[src/rtl/dope_pkg.sv]
// Shared op codes and sequencer state encoding for the DOPE frame-pass path.
package dope_pkg;

  localparam logic [2:0] OP_WRITE  = 3'b000;
  localparam logic [2:0] OP_INVERT = 3'b001;
  localparam logic [2:0] OP_BW     = 3'b010;
  localparam logic [2:0] OP_OFFSET = 3'b011;
  localparam logic [2:0] OP_NOP    = 3'b111;

  typedef enum logic [1:0] {
    IDLE,
    RUN,
    DRAIN,
    DONE
  } seq_state_t;

  // Any op with the top bit set is treated as a no-op pass.
  function automatic logic is_nop(input logic [2:0] code);
    return code[2];
  endfunction

endpackage

[src/rtl/dope_addr_counter.sv]
// Clear/enable address counter that saturates at LAST and flags the terminal count.
module dope_addr_counter #(
  parameter int ADDR_W = 15,
  parameter logic [ADDR_W-1:0] LAST = '1
) (
  input  logic              clk,
  input  logic              reset_n,
  input  logic              clear,
  input  logic              enable,
  output logic [ADDR_W-1:0] count,
  output logic              at_last
);

  assign at_last = (count == LAST);

  always_ff @(posedge clk or negedge reset_n) begin
    if (!reset_n) begin
      count <= '0;
    end else if (clear) begin
      count <= '0;
    end else if (enable && !at_last) begin
      count <= count + ADDR_W'(1);
    end
  end

endmodule

[src/rtl/dope_sequencer.sv]
// Frame-pass controller feeding the DOPE pixel unit; walks all frame-buffer addresses per pass.
// Optional abort input/aborted pulse enabled by defining DOPE_SEQ_ABORT_EN.
module dope_sequencer
  import dope_pkg::*;
#(
  parameter int WIDTH  = 160,
  parameter int HEIGHT = 120,
  parameter int ADDR_W = 15
) (
  input  logic              clk,
  input  logic              reset_n,
  input  logic              start,
  input  logic [2:0]        op_in,
  input  logic [2:0]        offset_in,
  input  logic [7:0]        fill_pixel_in,
`ifdef DOPE_SEQ_ABORT_EN
  input  logic              abort,
  output logic              aborted,
`endif
  output logic              busy,
  output logic              done,
  output logic [2:0]        op,
  output logic [2:0]        offset,
  output logic [7:0]        write_pixel,
  output logic              buffer_select,
  output logic [ADDR_W-1:0] rd_addr,
  output logic [ADDR_W-1:0] wr_addr,
  output logic              write_en
);

  localparam logic [ADDR_W-1:0] LAST = ADDR_W'(WIDTH * HEIGHT - 1);

  seq_state_t state;
  logic       real_pass;
  logic       at_last;
  logic       cnt_clear;
  logic       cnt_enable;
  logic       abort_hit;

  assign cnt_clear  = (state == IDLE) && start && !is_nop(op_in);
  assign cnt_enable = (state == RUN);

`ifdef DOPE_SEQ_ABORT_EN
  assign abort_hit = abort && ((state == RUN) || (state == DRAIN));
`else
  assign abort_hit = 1'b0;
`endif

  dope_addr_counter #(
    .ADDR_W (ADDR_W),
    .LAST   (LAST)
  ) u_rd_counter (
    .clk     (clk),
    .reset_n (reset_n),
    .clear   (cnt_clear),
    .enable  (cnt_enable),
    .count   (rd_addr),
    .at_last (at_last)
  );

  always_ff @(posedge clk or negedge reset_n) begin
    if (!reset_n) begin
      state         <= IDLE;
      real_pass     <= 1'b0;
      busy          <= 1'b0;
      done          <= 1'b0;
      op            <= OP_NOP;
      offset        <= 3'd0;
      write_pixel   <= 8'd0;
      buffer_select <= 1'b0;
      wr_addr       <= '0;
      write_en      <= 1'b0;
`ifdef DOPE_SEQ_ABORT_EN
      aborted       <= 1'b0;
`endif
    end else begin
      done <= 1'b0;
`ifdef DOPE_SEQ_ABORT_EN
      aborted <= 1'b0;
`endif
      if (abort_hit) begin
        state    <= IDLE;
        busy     <= 1'b0;
        write_en <= 1'b0;
`ifdef DOPE_SEQ_ABORT_EN
        aborted  <= 1'b1;
`endif
      end else begin
        case (state)
          IDLE: begin
            if (start) begin
              busy <= 1'b1;
              if (!is_nop(op_in)) begin
                op          <= op_in;
                offset      <= offset_in;
                write_pixel <= fill_pixel_in;
                real_pass   <= 1'b1;
                state       <= RUN;
              end else begin
                real_pass <= 1'b0;
                done      <= 1'b1;
                state     <= DONE;
              end
            end
          end
          RUN: begin
            // Write trails the read by one cycle to cover the RAM read latency.
            write_en <= 1'b1;
            wr_addr  <= rd_addr;
            if (at_last) begin
              state <= DRAIN;
            end
          end
          DRAIN: begin
            write_en <= 1'b0;
            done     <= 1'b1;
            state    <= DONE;
          end
          DONE: begin
            busy <= 1'b0;
            if (real_pass) begin
              buffer_select <= ~buffer_select;
            end
            state <= IDLE;
          end
          default: state <= IDLE;
        endcase
      end
    end
  end

endmodule
[config.mk]
export PLATFORM = sky130hd
export DESIGN_NAME = dope_sequencer
export DESIGN_NICKNAME = d
export VERILOG_FILES = /design/src/rtl/dope_pkg.sv /design/src/rtl/dope_addr_counter.sv /design/src/rtl/dope_sequencer.sv
export SDC_FILE = /design/constraint.sdc
export NUM_CORES = 1
export LEC_CHECK = 0
export CORE_MARGIN = 1
export CORE_UTILIZATION = 30
export DETAILED_ROUTE_END_ITERATION = 8
export SLEW_MARGIN = 10
export SYNTH_ARGS = -nofsm -noshare
export SYNTH_HDL_FRONTEND = slang
export SYNTH_SLANG_ARGS = --single-unit
[constraint.sdc]
create_clock -name clk -period 4.9 [get_ports clk]
set_input_delay 0.49 -clock clk [delete_from_list [all_inputs] [get_ports clk]]
set_output_delay 0.49 -clock clk [all_outputs]
set_load 0.02 [all_outputs]
# Word-level counts from Yosys, hierarchy flattened
# Cells that the tools add are included.
# Widths: inputs -> output; s select.
dict set report totals {
  out_inout_bits 48
  reg_bits 51
  word_cells 47
}
dict set report classes {
  n_eq_ne 6
  add_sub_neg 1
  bitwise_logic 2
  muxes 13
  n_reduce_logical 14
}
# operator n
set op_table {}
lappend op_table {{$mux 15} 2}
lappend op_table {{$add 15x1->15 const B} 1}
lappend op_table {{$eq 15x15->1 const B} 1}
lappend op_table {{$pmux 2 s4} 1}
lappend op_table {{$reduce_and 2->1} 4}
lappend op_table {{$mux 2} 3}
lappend op_table {{$pmux 1 s2} 3}
lappend op_table {{$reduce_bool 2->1} 3}
lappend op_table {{$eq 2x2->1 const B} 2}
lappend op_table {{$mux 1} 4}
lappend op_table {{$ne 2x2->1 const B} 2}
lappend op_table {{$logic_and 1x1->1} 3}
lappend op_table {{$reduce_and 3->1} 1}
lappend op_table {{$eq 2x1->1 const B} 1}
lappend op_table {{$logic_not 1->1} 2}
lappend op_table {{$logic_not 2->1} 1}
lappend op_table {{$not 1->1} 2}

# Depth between registers and ports, before layout
dict set report depth {
  word_depth 5
  depth_mapped 8
  ltp_nobuf 6
}

# Modules after synthesis
# From an unflattened synthesis, not the netlist that was laid out.
dict set report unflattened {
  cells_unflattened 187
  area_unflattened_um2 2344.7
}
# module seq_area_each_um2 instances cells_per_inst area_per_inst_um2
set modules_own_cells {}
lappend modules_own_cells {dope_sequencer 904.6 1 97 1508.9}
lappend modules_own_cells {dope_addr_counter 375.4 1 90 835.8}

# Worst setup path before layout
# No wires, ideal clock.
dict set report synth_path {
  path_type {register to register}
  start {register u_rd_counter.count[0]}
  end {register u_rd_counter.count[3]}
  period_less_slack_ns 1.888
  t_required_ns 4.823
  path_slack_ns 3.012
  arrival_time_ns 1.811
  stages_incl_launch_ff 7
  path_cell_list {dfrtp_1 ha_1 and4_4 and4b_1 buf_6 or4_1 a21oi_1}
}
dict set report synth_via {
  elab_chain_len 4
}
# item line
set synth_rtl {}
lappend synth_rtl {{from (decl)} dope_addr_counter.sv:10} ;# output logic [ADDR_W-1:0] count,
lappend synth_rtl {{from (signal assigned)} dope_addr_counter.sv:22} ;# count <= count + ADDR_W'(1);
lappend synth_rtl {{parallel branches: the longest is 4 deep, another holds $add 15x1->15} -}
# Parallel ways; which one is timed is not known. The select of a mux whose other input is x is not followed.
# A chain may end at the register's enable or synchronous reset.

# Worst setup path in the final report
dict set report layout_path {
  start {register state[1]}
  end {register u_rd_counter.count[3]}
}
dict set report layout_via {
  elab_chain_len 4
}
# item line
set layout_rtl {}
lappend layout_rtl {{from (decl)} dope_sequencer.sv:33} ;# seq_state_t state;
lappend layout_rtl {{from (signal assigned)} dope_sequencer.sv:63} ;# state <= IDLE;
lappend layout_rtl {{from (signal assigned)} dope_sequencer.sv:82} ;# state <= IDLE;
lappend layout_rtl {{from (signal assigned)} dope_sequencer.sv:98} ;# state <= RUN;
lappend layout_rtl {{$logic_not 2->1} dope_sequencer.sv:40} ;# assign cnt_clear = (state == IDLE) && start && !is_nop(op_in);
lappend layout_rtl {{$logic_and 1x1->1 (2 in a row)} dope_sequencer.sv:40}
lappend layout_rtl {{$mux 15 / $reduce_bool 2->1 (equally long branches)} -}
# Several ways; a longest one is shown, not always the timed one.

==> results.py <==
metrics = {
    "power_and_ir_drop": {
        "irDropWorstVdd_mv": 0.180,
        "pwr-share-comb_pct": 44.3,
        "power_per_cell_area_nw_per_um2": 552,
        "p_clk_share_pct": 17.6,
        "switchingPower_w": 0.000646,
        "p_sw_share_pct": 36.9,
        "p_int_w": 0.00110,
        "seqPwrFrac_pct": 38.2,
        "power.leakage_nw": 1.43,
    },
    "sta": {
        "fmax_mhz": 386,
        "final_max_slew_viol_count": 0,
        "whs_ns": 0.285,
        "hold_viol": 0,
        "min_period_ns": 2.59,
        "rsz0062_at_grt": "false",
        "finalSetupViolations": 0,
        "period_share_pct": 52.9,
        "setup_tns_ns": 0,
        "clock_skew_ns": 0.00462,
        "relSlewSlack_pct": 35.9,
        "tightest_slew_ns": 0.962,
    },
    "yosys": {
        "synthMuxAreaShare_pct": 9.80,
        "synthDistinctLibCells": 44,
        "ys_warn_count": 0,
        "synthArstFlopShare_pct": 100,
        "synthSimpleGateAreaFrac_pct": 21.7,
        "synthXorXnorAreaFrac_pct": 0.375,
        "ys.flop_type": "dfrtp_1",
        "yosysSeqAreaShare_pct": 54.8,
        "synth_area_um2": 2340,
        "synth_edf_count": 0,
        "synth_top_family_by_area": "simple AND/OR/NAND/NOR gates",
        "synth_adder_area_share_pct": 2.68,
        "synth_compound_area_share_pct": 6.80,
        "synth-seq-cells": 51,
        "netlist_instances": 220,
        "syn_area_per_cell_um2": 10.6,
        "syn-num-nets": 242,
    },
    "finish": {
        "final_cell_mix": "63 x clkdlybuf4s50_1, 53 x nand2_1, 48 x dfrtp_1",
        "final_nets": 306,
        "register_area_um2": 1280,
        "final_common_cell": "clkdlybuf4s50_1",
        "syn_to_final_growth_pct": 35.5,
        "num-fill-cells": 702,
        "drive_gt1_share_pct": 12.6,
        "multi_input_area_um2": 967,
        "n_antenna_cell": 0,
    },
    "grt": {
        "grt_usage_pct": 13.4,
        "grt_start_max_net_pins": 52,
        "grt_pass1_wl_um": 8880,
        "grt_pass1_vias": 1773,
        "antenna_found_initial": 0,
        "grt-ovfl-total": 0,
    },
    "drt": {
        "vias": 1825,
        "drt_first_pass_iters": 4,
        "drt_iter0_drc": 50,
        "vias_per_cell": 4.75,
        "wirelength_um": 5210,
        "post-route-drc-count": 0,
        "wire_per_inst_um": 13.6,
        "ant_nets": 0,
    },
    "worst_setup_path": {
        "regToRegSetupSlack_ns": 2.31,
        "start_kind": "register",
        "critPathKind": "reg2reg",
        "cp_max_fo": 23,
        "cp-end-kind": "register",
        "cp.arrival_ns": 2.83,
        "crit_chain": "inv_1, ha_1, inv_1, or4_1, a21oi_1",
        "crit_required_ns": 5.14,
        "cpMostUsedCell": "inv_1",
        "max_stage_delay_ns": 0.80,
        "crit_slowest_cell": "ha_1",
    },
    "status": {
        "outcome": "finished, final reports clean",
    },
    "clock_network": {
        "cts_buffer_depth": 2,
        "htreeDepth": 2,
        "clkTransAtPathRegs_ns": 0.10,
        "cts_hold_buf": 0,
        "cts_setup_buffers": 0,
        "cts-root-buf": "clkbuf_8",
        "clock_latency_ns": 0.30,
        "numCtsBuffers": 5,
        "cts_tree": "yes",
        "post_cts_resized": 0,
        "cts_num_sinks": 51,
    },
    "floorplan": {
        "die-area_um2": 8140,
        "core-area_um2": 7410,
        "fp.dieW_um": 90.2,
        "boundaryPins": 65,
        "initial_core_util_pct": 31.5,
        "rows": 31,
        "die_y_um": 90.2,
    },
    "place": {
        "place_hpwl_um": 3560,
        "io_buffers": 64,
        "place.gp.congestion": 0.760,
    },
    "run": {
        "max_cap_viol_count": 0,
    },
    "worst_hold_path": {
        "hold_path_class": "in2async",
    },
}
[cell type report]
cell class,instances,share of cell area [%]
sequential,51,40.4
multi-input combinational,153,30.6
timing repair buffer,66,20.6
tap,99,3.91
clock buffer,6,2.61
clock inverter,2,1.11
inverter,7,0.830
[metrics by stage]
step	total power, W	instances	utilization [%]	setup WS, ns	cell area, µm²
6_report	0.00175	384	42.7	2.31	3170
5_1_grt	0.00186	384	42.7	2.07	3170
4_1_cts	0.00177	384	42.7	2.30	3170
3_5_place_dp	0.00146	376	41.1	2.29	3050
3_3_place_gp	0.00144	376	41.1	2.37	3050
2_1_floorplan	0.00111	220	-	3.01	2340
[power by group through the flow]
stage	logic, W	registers, W	clock network, W
floorplan	0.000302	0.000812	0
global placement	0.000769	0.000673	0
detailed placement	0.000782	0.000678	0
CTS	0.000784	0.000670	0.000316
global route	0.000837	0.000691	0.000334
finish	0.000773	0.000667	0.000307
[cell usage after synthesis (2+ instances only)]
cell type,n,share of area [%]
nand2_1,53,8.5
or2_2,2,0.54
a21oi_1,9,1.9
and3_2,2,0.64
ha_1,5,2.7
and3_1,3,0.80
a41oi_1,2,0.75
nor2_1,2,0.32
nor3_1,3,0.64
clkbuf_1,2,0.32
nand4_1,2,0.54
nand3b_1,2,0.64
nand2b_1,4,1.1
and2_1,3,0.80
buf_6,3,1.4
nand3_1,6,1.3
o21ai_0,7,1.5
or3_1,4,1.1
inv_1,7,1.1
o31ai_1,3,0.96
buf_2,2,0.43
dfrtp_1,48,51
or4_1,4,1.3
dfstp_2,3,3.4
mux2_2,15,7.2
mux2i_1,6,2.6
[critical path: cells and delay by family (launching register included)]
kind / cells / cell delay, ns
fa+ha+maj: 1 / 0.80
simple gates: 1 / 0.61
buf+inv: 2 / 0.55
flops: 1 / 0.43
compound gates: 1 / 0.15
[flip-flops by register name (all words and copies together) (netlist names)]
| name | flops |
|---|---|
| buffer_select | 1 |
| busy | 1 |
| done | 1 |
| offset | 3 |
| op | 3 |
| real_pass | 1 |
| state | 2 |
| u_rd_counter.count | 15 |
| wr_addr | 15 |
| write_en | 1 |
| write_pixel | 8 |
[metal layers]
metal	up-vias	global-route usage (%)	wire length, µm	part of all wire (%)
met5	-	0	0	0
met4	0	3.23	53	1.0
met3	5	3.30	218	4.2
met2	39	21.9	2500	48
met1	890	17.8	2440	47
li1	891	-	-	-
[kinds of logic after synthesis]
logic type / after synthesis
DFF: 51
xor gates and xnor gates: 1
muxes: 21
adders and majority gates: 5
buffers and inverters: 16
AOI/OAI and AO/OA: 26
and+or+nand+nor: 100
[worst paths after layout]
path                                                           to                 start  depth (start not counted)
worst max-delay path            u_rd_counter.count[3]$_DFFE_PN0P_  state[1]$_DFFE_PN0P_                          5
worst min-delay path                             busy$_DFFE_PN0P_               reset_n                          2
worst max register to register  u_rd_counter.count[3]$_DFFE_PN0P_  state[1]$_DFFE_PN0P_                          5
worst min register to register                  op[1]$_DFFE_PN1P_     op[1]$_DFFE_PN1P_                          2
max in group asynchronous                   offset[2]$_DFFE_PN0P_               reset_n                          2
min in group clk                                op[1]$_DFFE_PN1P_     op[1]$_DFFE_PN1P_                          2
(Power assumes the default switching activity.)
